===== config.mk =====
export PLATFORM = sky130hd
export DESIGN_NAME = lfsr_range_gen
export DESIGN_NICKNAME = d
export VERILOG_FILES = /design/src/rtl/lfsr_range_gen.sv
export SDC_FILE = /design/constraint.sdc
export NUM_CORES = 1
export LEC_CHECK = 0
export CORE_AREA = 3 3 71 73
export CTS_CLUSTER_DIAMETER = 40
export DETAILED_ROUTE_END_ITERATION = 8
export DIE_AREA = 0 0 74 76
export PLACE_DENSITY = 0.89
export SLEW_MARGIN = 20
export SYNTH_ARGS = -nofsm -noshare
export SYNTH_HDL_FRONTEND = slang
export SYNTH_SLANG_ARGS = --single-unit

===== constraint.sdc =====
create_clock -name clk -period 4.6 [get_ports clk]
set_input_delay 0.92 -clock clk [delete_from_list [all_inputs] [get_ports clk]]
set_output_delay 0.92 -clock clk [all_outputs]
set_load 0.005 [all_outputs]

===== src/rtl/lfsr_range_gen.sv =====
// Galois LFSR random-number source returning a value in [0, bound-1] by
// mask-and-reject sampling, with a valid/ready result hold stage.
module lfsr_range_gen #(
  parameter int              WIDTH = 16,
  parameter int              OUT_W = 8,
  parameter logic [WIDTH-1:0] TAPS = 16'hB400
) (
  input  logic             clk,
  input  logic             reset,
  input  logic [WIDTH-1:0] seed,
  input  logic             load_seed,
  input  logic             start,
  input  logic [OUT_W-1:0] bound,
  input  logic             out_ready,
  output logic             out_valid,
  output logic [OUT_W-1:0] out_data,
  output logic             busy,
  output logic [WIDTH-1:0] lfsr_state,
  output logic [1:0]       fsm_state
);

  // Handshake: a result transfers on an edge where out_valid=1 and
  // out_ready=1; out_data/out_valid are held unchanged until then.

  typedef enum logic [1:0] {
    IDLE = 2'd0,
    DRAW = 2'd1,
    HOLD = 2'd2
  } state_t;

  state_t           state_q, state_d;
  logic [WIDTH-1:0] lfsr_q, lfsr_d;
  logic [OUT_W-1:0] data_q, data_d;
  logic             valid_q, valid_d;
  logic [OUT_W-1:0] bound_q, bound_d;
  logic [OUT_W-1:0] mask_q, mask_d;

  logic [WIDTH-1:0] lfsr_nxt;
  logic [WIDTH-1:0] seed_fix;
  logic [OUT_W-1:0] bound_m1;
  logic [OUT_W-1:0] new_mask;
  logic [OUT_W-1:0] candidate;

  function automatic logic [WIDTH-1:0] lfsr_step(input logic [WIDTH-1:0] s);
    return (s >> 1) ^ (s[0] ? TAPS : '0);
  endfunction

  // A zero seed would lock the LFSR, so it is replaced by 1.
  assign seed_fix  = (seed == '0) ? WIDTH'(1) : seed;
  assign lfsr_nxt  = lfsr_step(lfsr_q);
  assign candidate = lfsr_nxt[OUT_W-1:0] & mask_q;
  assign bound_m1  = bound - OUT_W'(1);

  // Smear the top set bit of bound-1 downward into a contiguous mask.
  always_comb begin
    new_mask = '0;
    for (int i = 0; i < OUT_W; i++) begin
      new_mask[i] = |(bound_m1 >> i);
    end
  end

  always_comb begin
    state_d = state_q;
    lfsr_d  = lfsr_q;
    data_d  = data_q;
    valid_d = valid_q;
    bound_d = bound_q;
    mask_d  = mask_q;
    case (state_q)
      IDLE: begin
        if (load_seed) begin
          lfsr_d = seed_fix;
        end else if (start && (bound != '0)) begin
          bound_d = bound;
          mask_d  = new_mask;
          state_d = DRAW;
        end
      end
      DRAW: begin
        lfsr_d = lfsr_nxt;
        if (candidate < bound_q) begin
          data_d  = candidate;
          valid_d = 1'b1;
          state_d = HOLD;
        end
      end
      HOLD: begin
        if (out_ready) begin
          valid_d = 1'b0;
          state_d = IDLE;
        end
      end
      default: begin
        valid_d = 1'b0;
        state_d = IDLE;
      end
    endcase
  end

  always_ff @(posedge clk) begin
    if (reset) begin
      state_q <= IDLE;
      lfsr_q  <= seed_fix;
      data_q  <= '0;
      valid_q <= 1'b0;
      bound_q <= '0;
      mask_q  <= '0;
    end else begin
      state_q <= state_d;
      lfsr_q  <= lfsr_d;
      data_q  <= data_d;
      valid_q <= valid_d;
      bound_q <= bound_d;
      mask_q  <= mask_d;
    end
  end

  assign out_valid  = valid_q;
  assign out_data   = data_q;
  assign busy       = (state_q == DRAW) || (state_q == HOLD);
  assign lfsr_state = lfsr_q;
  assign fsm_state  = state_q;

endmodule


==> results.sh, run 1 <==
export IMPL_synth_edf_count=16
export IMPL_cts_setup_buffers=0
export IMPL_avgSynthCellArea_sq_um=9.90
export IMPL_path_clk_slew_ns=0.08
export IMPL_die_h_um=76
export IMPL_place_gp_congestion=0.874
export IMPL_hold_class="flip-flop to flip-flop"
export IMPL_critPathKind="input port to flip-flop"
export IMPL_detail_route_wl_per_cell_um=15.8
export IMPL_cts_tree="built"
export IMPL_grt_pass1_wl_um=8910
export IMPL_numClockSinks=43
export IMPL_fin_ws_ns=1.67
export IMPL_timing_final_crit_share_pct=63.7
export IMPL_drive_gt1_share_pct=9.25
export IMPL_status="complete, no violations"
export IMPL_synth_area_sq_um=2370
export IMPL_layout_nets=333
export IMPL_dp_hpwl_um=4070
export IMPL_synth_cell_types=48
export IMPL_viasPerCell=5.63
export IMPL_worstPathRequired_ns=4.79
export IMPL_p_per_area_nw_per_um2=410
export IMPL_post_cts_resized=0
export IMPL_antenna_found_initial=0
export IMPL_grt_max_degree=37
export IMPL_wl_met3_um=206
export IMPL_dr_wl_met2_um=2780
export IMPL_worst_slew_pin_slew_ns=0.842
export IMPL_vias=1937
export IMPL_ys_warn_count=0
export IMPL_ios=57
export IMPL_grt_pass1_vias=1919
export IMPL_synthCells=239
export IMPL_fin_crit_ns=2.93
export IMPL_final_setup_tns_ns=0
export IMPL_firstDrtPassIters=4
export IMPL_drc=0
export IMPL_async_flop_share_pct=0
export IMPL_drv_slew=0
export IMPL_htreeDepth=2
export IMPL_met1Wirelength_um=2280
export IMPL_regArea_sq_um=1020
export IMPL_rows=24
export IMPL_endpoint_kind="flip-flop"
export IMPL_whs_ns=0.457
export IMPL_cts_buffers=5
export IMPL_clock_latency_ns=0.29
export IMPL_syn_nets=281
export IMPL_gr_usage_all_layers_pct=20.1
export IMPL_cp_arrival_ns=3.12
export IMPL_initial_core_util_pct=53.6
export IMPL_ff2ff_setup_slack_ns=2.13
export IMPL_ctsHoldBuffers=0
export IMPL_drt_iter0_drc=84
export IMPL_wl_um=5430
export IMPL_setup_viol=0
export IMPL_grt_overflow_total=0
export IMPL_diodes=0
export IMPL_peakVddDrop_mv=0.255
export IMPL_pre_cts_ws_ns=1.41
export IMPL_port_buffer_count=56
export IMPL_ys_seq_area_share_pct=43.1
export IMPL_fin_skew_ns=0.0102
export IMPL_drv_cap=0
export IMPL_fmax_mhz=341
export IMPL_path_max_fanout=8
export IMPL_chipWidth_um=74
export IMPL_fillCellCount=338
export IMPL_die_area_sq_um=5620
export IMPL_area_growth_pct=28.3
export IMPL_clockBufferDepth=2
export IMPL_yosys_most_used_dff="dfxtp_1"
export IMPL_cp_start_kind="input port"
export IMPL_clockRootBuffer="clkbuf_8"
export IMPL_ys_seq_elements=43
export IMPL_multiInputGateArea_sq_um=1220
export IMPL_detail_route_antenna_nets=0
export IMPL_hold_viol_final=0
export IMPL_rsz0062_at_grt="no"
export IMPL_routed_top_layer="met4"
export IMPL_fp_coreArea_sq_um=4410
export IMPL_max_slew_margin_pct=43.8
export IMPL_p_leak_nw=1.14
-- path summary, 6_finish.rpt --
path                 start     endpoint  cells past startpoint
max               bound[0]    mask_q[1]                      8
min             bound_q[7]   bound_q[7]                      2
max reg2reg  lfsr_state[2]  out_data[0]                      7
min reg2reg     bound_q[7]   bound_q[7]                      2
-- synth_stat cells (2+ instances only) --
| cell type | number | area [sq um] |
|---|---|---|
| clkbuf_1 | 7 | 26.3 |
| ha_1 | 13 | 163 |
| nor2_1 | 16 | 60.1 |
| a311oi_1 | 2 | 17.5 |
| nand3_1 | 3 | 15.0 |
| nor2b_1 | 6 | 37.5 |
| nand2b_1 | 16 | 100 |
| buf_2 | 2 | 10.0 |
| o211ai_1 | 3 | 22.5 |
| o21ai_0 | 5 | 25.0 |
| nor4_1 | 4 | 25.0 |
| a21oi_1 | 13 | 65.1 |
| a211oi_1 | 2 | 15.0 |
| mux2i_1 | 7 | 70.1 |
| o22ai_1 | 2 | 12.5 |
| and2_1 | 7 | 43.8 |
| xnor2_1 | 5 | 43.8 |
| a31oi_1 | 2 | 12.5 |
| buf_6 | 3 | 33.8 |
| dfxtp_1 | 27 | 541 |
| mux2_2 | 13 | 146 |
| nand2_1 | 21 | 78.8 |
| edfxtp_1 | 16 | 480 |
| nor3_1 | 6 | 30.0 |
| inv_1 | 15 | 56.3 |
-- layer usage --
layer	vias to the layer above	global-route usage [%]
met1	922	25.1
met2	50	33.2
met4	0	8.15
met3	13	4.22
met5	-	0
li1	952	-
-- report_power, final --
| part | switching [mW] | internal [mW] |
|---|---|---|
| combinational | 0.202 | 0.234 |
| sequential | 0.0481 | 0.478 |
| clock | 0.119 | 0.162 |
| total | 0.370 | 0.875 |
-- cell type report --
class / count / share of cell area (%)
Timing Repair Buffer: 57 / 18.7
Tap cell: 52 / 2.14
Sequential cell: 43 / 33.6
Clock buffer: 7 / 2.51
Inverter: 15 / 1.85
Multi-Input combinational cell: 169 / 40.2
Clock inverter: 1 / 0.989
-- cell families (layout without fill, tap and decap cells) --
group	Yosys count	count (layout)	share of synthesized area (%)
xor gates and xnor gates	6	6	2.22
and+or+nand+nor	86	86	19.1
muxes	20	20	9.14
adders and majority gates	13	13	6.87
AOI/OAI and AO/OA	44	44	14.2
DFF	43	43	43.1
buffers and inverters	27	80	5.34
-- per-stage QoR --
step           area, sq um  total power [mW]  util [%]  std cells
6_report              3040              1.24      68.8        344
3_5_place_dp          2930             0.971      66.4        336
3_3_place_gp          2930             0.957      66.4        336
4_1_cts               3040              1.25      68.8        344
2_1_floorplan         2370             0.779         -        239
5_1_grt               3040              1.32      68.8        344
-- layout by cell type, fill, tap and decap left out, types with 2 or more instances in the layout --
master and count:
nor3_1 6, o22ai_1 2, inv_1 15, clkbuf_1 2
a31oi_1 2, clkdlybuf4s50_1 56, dfxtp_1 27, nor2b_1 6
clkbuf_8 5, mux2_2 13, a311oi_1 2, o21ai_0 5
xnor2_1 5, nor2_1 16, a211oi_1 2, o211ai_1 3
nand2_1 21, mux2i_1 7, ha_1 13, and2_1 7
nand3_1 3, a21oi_1 13, nand2b_1 16, nor4_1 4
edfxtp_1 16
-- critical path, stage by stage --
cell             delay (ns)
clkdlybuf4s50_1        0.61
inv_1                  0.11
ha_1                   0.29
o211ai_1               0.12
o22ai_1                0.11
o311ai_1               0.51
nor2_1                 0.16
a311oi_1               0.28
-- sequential cells by signal, summed over array words and instances, names as in the netlist --
name	cells
out_valid	1
out_data	8
bound_q	8
lfsr_state	16
mask_q	8
fsm_state	2
Power figures use the tool's default switching activity.
==> inputs of run 2 (changes only) <==
--- a/config.mk
+++ b/config.mk
@@ -5,11 +5,11 @@
 export SDC_FILE = /design/constraint.sdc
 export NUM_CORES = 1
 export LEC_CHECK = 0
-export CORE_AREA = 3 3 71 73
+export CORE_AREA = 3 3 77 79
 export CTS_CLUSTER_DIAMETER = 40
 export DETAILED_ROUTE_END_ITERATION = 8
-export DIE_AREA = 0 0 74 76
-export PLACE_DENSITY = 0.89
+export DIE_AREA = 0 0 80 82
+export PLACE_DENSITY = 0.81
 export SLEW_MARGIN = 20
 export SYNTH_ARGS = -nofsm -noshare
 export SYNTH_HDL_FRONTEND = slang
==> constraint.sdc (replaced) <==
create_clock -name clk -period 2.5 [get_ports clk]
set_input_delay 0.5 -clock clk [delete_from_list [all_inputs] [get_ports clk]]
set_output_delay 0.5 -clock clk [all_outputs]
set_load 0.005 [all_outputs]
==> run 2 against run 1 <==
- power rose by 77%
- critical path depth is 2 lower
- core utilization is 11 points lower
- largest cell class unchanged
- global-route usage down 2.9 points
- worst setup slack lost 1.3 ns
- final cell count grew 9.9%
- combinational power rose by 90%
- highest routed layer unchanged
- non-clock buffer count rose by 14
- clock power increased by 46%
==> results.sh, run 2 (synthesized netlist as in run 1, its figures left out) <==
export IMPL_gr_usage_all_layers_pct=17.2
export IMPL_rows=27
export IMPL_path_clk_slew_ns=0.07
export IMPL_fp_coreArea_sq_um=5410
export IMPL_cts_tree="built"
export IMPL_rsz0062_at_grt="no"
export IMPL_p_seq_share_pct=43.7
export IMPL_detail_route_wl_per_cell_um=14.2
export IMPL_numClockSinks=43
export IMPL_clkPwrFrac_pct=18.6
export IMPL_drt_iter0_drc=97
export IMPL_drv_slew=0
export IMPL_viasPerCell=5.16
export IMPL_timing_final_crit_share_pct=87.0
export IMPL_cts_buffers=5
export IMPL_swShare_pct=30.9
export IMPL_chipWidth_um=80
export IMPL_hold_viol_final=0
export IMPL_status="complete, no violations"
export IMPL_fmax_mhz=460
export IMPL_vias=1951
export IMPL_drc=0
export IMPL_clock_latency_ns=0.29
export IMPL_p_leak_nw=1.19
export IMPL_initial_core_util_pct=43.8
export IMPL_fin_crit_ns=2.17
export IMPL_path_max_fanout=4
export IMPL_slowest_delay_ns=0.60
export IMPL_slowest_stage="or4_4"
export IMPL_port_buffer_count=56
export IMPL_drive_gt1_share_pct=13.1
export IMPL_diodes=0
export IMPL_switchingPower_uw=683
export IMPL_final_setup_tns_ns=0
export IMPL_htreeDepth=2
export IMPL_final_core_util_pct=58.1
export IMPL_die_area_sq_um=6560
export IMPL_endpoint_kind="flip-flop"
export IMPL_layout_nets=347
export IMPL_critPathKind="input port to flip-flop"
export IMPL_area_growth_pct=32.7
export IMPL_post_cts_resized=0
export IMPL_worst_slew_pin_slew_ns=0.486
export IMPL_crit_chain="clkdlybuf4s50_1, or4_4, o31ai_2, a21oi_1, nor2b_1, o311a_1"
export IMPL_die_h_um=82
export IMPL_detail_route_antenna_nets=0
export IMPL_layout_common_cells="clkdlybuf4s50_1, dfxtp_1, nand2_1"
export IMPL_final_common_cell="clkdlybuf4s50_1"
export IMPL_max_slew_margin_pct=67.5
export IMPL_firstDrtPassIters=4
export IMPL_finalPower_mw=2.21
export IMPL_drv_cap=0
export IMPL_dp_hpwl_um=4160
export IMPL_worstPathRequired_ns=2.68
export IMPL_power_internal_mw=1.52
export IMPL_cp_arrival_ns=2.36
export IMPL_cts_setup_buffers=0
export IMPL_grt_max_degree=36
export IMPL_fin_skew_ns=0.00360
export IMPL_clockRootBuffer="clkbuf_8"
export IMPL_critPathBufInv=1
export IMPL_critPathTopFamily="simple AND/OR/NAND/NOR gates"
export IMPL_setup_viol=0
export IMPL_peakVddDrop_mv=0.333
export IMPL_cp_start_kind="input port"
export IMPL_hold_class="flip-flop to flip-flop"
export IMPL_antenna_found_initial=0
export IMPL_wl_um=5360
export IMPL_ctsHoldBuffers=0
export IMPL_place_gp_congestion=0.817
export IMPL_clockBufferDepth=2
export IMPL_largest_reg_flops=16
export IMPL_grt_pass1_wl_um=8840
export IMPL_grt_pass1_vias=1861
export IMPL_grt_overflow_total=0
export IMPL_ios=57
export IMPL_p_per_area_nw_per_um2=703
export IMPL_p_comb_share_pct=37.6
==> run 2: cell count changes in the layout (fill, tap and decap cells not counted), sizes merged <==
cell	change
clkinv	+2
clkbuf	-1
bufinv	-1
buf	+14
==> run 2: area by class of cell <==
type / count / area, sq um
inverters: 15 / 56.3
well taps: 72 / 90.1
multi-input cells: 169 / 1220
repair buffers: 71 / 673
flip-flops and latches: 43 / 1020
clock inverters: 2 / 7.51
fillers: 460 / 2260
clock buffers: 6 / 72.6
==> run 2: final timing paths <==
| path | slack [ns] | to | start | cells past startpoint |
|---|---|---|---|---|
| max | 0.33 | fsm_state[0] | bound[2] | 6 |
| min | 0.46 | out_valid | out_valid | 2 |
| max reg2reg | 0.38 | out_data[4] | lfsr_state[2] | 8 |
| min reg2reg | 0.46 | out_valid | out_valid | 2 |
==> run 2: stage by stage <==
stage | hold WS (ns) | setup slack [ns] | instance area, sq um | cells
2_1_floorplan | 0.432 | 0.345 | 2370 | 239
3_3_place_gp | 0.447 | 0.0326 | 3060 | 370
3_5_place_dp | 0.452 | 0.0118 | 3060 | 370
4_1_cts | 0.463 | 0.321 | 3140 | 378
5_1_grt | 0.476 | 0.167 | 3140 | 378
6_report | 0.458 | 0.325 | 3140 | 378
==> run 2: power by group through the flow <==
stage          Combinational [mW]  Sequential, mW  Clock, mW
6_report                    0.831           0.965      0.411
5_1_grt                     0.920           0.986      0.449
4_1_cts                     0.838           0.968      0.424
3_5_place_dp                0.833           0.985          0
3_3_place_gp                0.814           0.979          0
2_1_floorplan               0.464           0.970          0
==> run 2: per-layer routing <==
metal	up-vias	GRT usage [%]	share of wire (%)
li1	984	-	-
met1	923	22.4	44
met2	39	28.7	51
met3	5	4.06	4.0
met4	0	4.73	1.1
met5	-	0	0
==> run 2: tightest hold or removal path: stages (launching register included) <==
cell and delay, ns:
dfxtp_1 0.31, inv_1 0.04, a21boi_0 0.06
==> inputs of run 3 (changes only) <==
--- a/config.mk
+++ b/config.mk
@@ -9,6 +9,7 @@
 export CTS_CLUSTER_DIAMETER = 40
 export DETAILED_ROUTE_END_ITERATION = 8
 export DIE_AREA = 0 0 80 82
+export GPL_TIMING_DRIVEN = 0
 export PLACE_DENSITY = 0.81
 export SLEW_MARGIN = 20
 export SYNTH_ARGS = -nofsm -noshare
==> run 3 against run 2 <==
- sequential power about the same
- core utilization decreased by 0.44 points
- die area unchanged
- power increased by 0.63%
- final area decreased by 0.76%
- first-iteration DRC count decreased by 48%
==> results.sh, run 3 (synthesized netlist as in run 1, its figures left out) <==
export IMPL_status="complete, no violations"
export IMPL_peakVddDrop_mv=0.392
export IMPL_fin_skew_ns=0.00437
export IMPL_final_setup_tns_ns=0
export IMPL_rsz0062_at_grt="no"
export IMPL_ff2ff_setup_slack_ns=0.30
export IMPL_fmax_mhz=423
export IMPL_antenna_found_initial=0
export IMPL_place_inst=365
export IMPL_postLayoutCellArea_sq_um=3120
export IMPL_hold_path_startpoint="out_valid"
export IMPL_numClockSinks=43
export IMPL_layout_common_cells="clkdlybuf4s50_1, dfxtp_1, nand2_1, nand2b_1, edfxtp_1"
export IMPL_layout_nets=342
export IMPL_grt_max_degree=17
export IMPL_diodes=0
export IMPL_drv_slew=0
export IMPL_gr_usage_all_layers_pct=16.1
export IMPL_slowest_stage="or4_4"
export IMPL_whs_ns=0.458
export IMPL_die_h_um=82
export IMPL_grt_pass1_wl_um=8190
export IMPL_fin_crit_ns=2.36
export IMPL_wl_um=5320
export IMPL_place_gp_congestion=0.803
export IMPL_final_core_util_pct=57.7
export IMPL_ctsHoldBuffers=0
export IMPL_rr_startpoint="lfsr_state[4]"
export IMPL_postPlaceCellArea_sq_um=3000
export IMPL_fp_coreArea_sq_um=5410
export IMPL_fin_ws_ns=0.137
export IMPL_finalPower_mw=2.22
export IMPL_fillCellCount=483
export IMPL_p_per_area_nw_per_um2=713
export IMPL_drc=0
export IMPL_final_common_cell="clkdlybuf4s50_1"
export IMPL_worstPathRequired_ns=2.69
export IMPL_multiInputGateArea_sq_um=1250
export IMPL_timing_final_crit_share_pct=94.5
export IMPL_rows=27
export IMPL_max_slew_margin_pct=54.5
export IMPL_clockRootBuffer="clkbuf_8"
export IMPL_vias=1941
export IMPL_largest_reg_flops=16
export IMPL_pre_cts_ws_ns=-0.401
export IMPL_htreeDepth=2
export IMPL_area_growth_pct=31.7
export IMPL_grt_overflow_total=0
export IMPL_initial_core_util_pct=43.8
export IMPL_drv_cap=0
export IMPL_hold_viol_final=0
export IMPL_drt_iter0_drc=50
export IMPL_die_area_sq_um=6560
export IMPL_clockBufferDepth=2
export IMPL_worstHoldPathCells=2
export IMPL_setup_viol=0
export IMPL_chipWidth_um=80
export IMPL_worst_slew_pin_slew_ns=0.683
export IMPL_detail_route_antenna_nets=0
export IMPL_regArea_sq_um=1020
export IMPL_cts_buffers=5
export IMPL_hold_class="flip-flop to flip-flop"
export IMPL_cp_arrival_ns=2.55
export IMPL_dp_hpwl_um=4140
export IMPL_port_buffer_count=54
export IMPL_endpoint_kind="flip-flop"
export IMPL_critPathTopFamily="simple AND/OR/NAND/NOR gates"
export IMPL_viasPerCell=5.20
export IMPL_clock_latency_ns=0.29
export IMPL_drive_gt1_share_pct=11.6
export IMPL_p_leak_nw=1.17
export IMPL_firstDrtPassIters=4
export IMPL_critPathBufInv=2
export IMPL_stdcell_count=373
export IMPL_r2r_end="out_data[0]"
export IMPL_r2r_cells=6
export IMPL_cp_start_kind="input port"
export IMPL_critPathKind="input port to flip-flop"
export IMPL_ios=57
export IMPL_slowest_delay_ns=0.58
export IMPL_cts_tree="built"
export IMPL_grt_pass1_vias=1795
export IMPL_hold_end="out_valid"
export IMPL_detail_route_wl_per_cell_um=14.3
export IMPL_crit_chain="clkdlybuf4s50_1, or4_4, buf_6, o31ai_2, a21oi_1, nor2b_1, o311a_1"
export IMPL_path_clk_slew_ns=0.08
export IMPL_path_max_fanout=7
-- run 3: changes by cell type in the layout (fill, tap and decap cells not counted), moves of 2 or more --
cell,before,now
buf_6,0,3
dlymetal6s2s_1,0,2
clkinv_1,2,0
buf_4,15,0
buf_2,0,2
clkdlybuf4s50_1,56,52
clkbuf_1,1,9
-- run 3: cell type report --
| type | count | area share [%] |
|---|---|---|
| Sequential cell | 43 | 32.8 |
| Clock buffer | 7 | 2.45 |
| Buffer | 12 | 2.25 |
| Tap cell | 72 | 2.89 |
| Clock inverter | 1 | 0.161 |
| Timing Repair Buffer | 54 | 17.5 |
| Multi-Input combinational cell | 169 | 40.2 |
| Inverter | 15 | 1.81 |
-- run 3: worst max-delay path by stage --
stage	start	endpoint	slack (ns)	cells past startpoint
after floorplan	lfsr_state[2]	out_data[0]	0.34	7
after global placement	bound[0]	mask_q[1]	-0.40	8
after detailed placement	bound[0]	mask_q[1]	-0.40	8
after CTS	bound[0]	mask_q[1]	0.04	8
after global routing	bound[2]	fsm_state[0]	0.08	7
final	bound[2]	fsm_state[0]	0.14	7
-- run 3: repair_timing --
item | 4_1_cts | 5_1_grt
endpoints found under the setup margin | 4 | 5
setup buffers | 0 | 0
hold endpoints to repair | 0 | 0
resized for setup | 2 | 6
-- run 3: report_power, final --
group	internal [mW]	switching, mW
sequential	0.880	0.0868
combinational	0.445	0.385
clock	0.196	0.228
total	1.52	0.700
-- run 3: layer usage --
metal	up-vias	track usage (%)	share of wire (%)
li1	969	-	-
met1	931	21.5	45
met2	36	27.0	51
met3	5	3.07	3.0
met4	0	3.72	0.90
met5	-	0	0
-- run 3: worst min-delay path, cell delays in order (launching register included) --
cell,delay (ns)
dfxtp_1,0.31
inv_1,0.04
a21boi_0,0.06
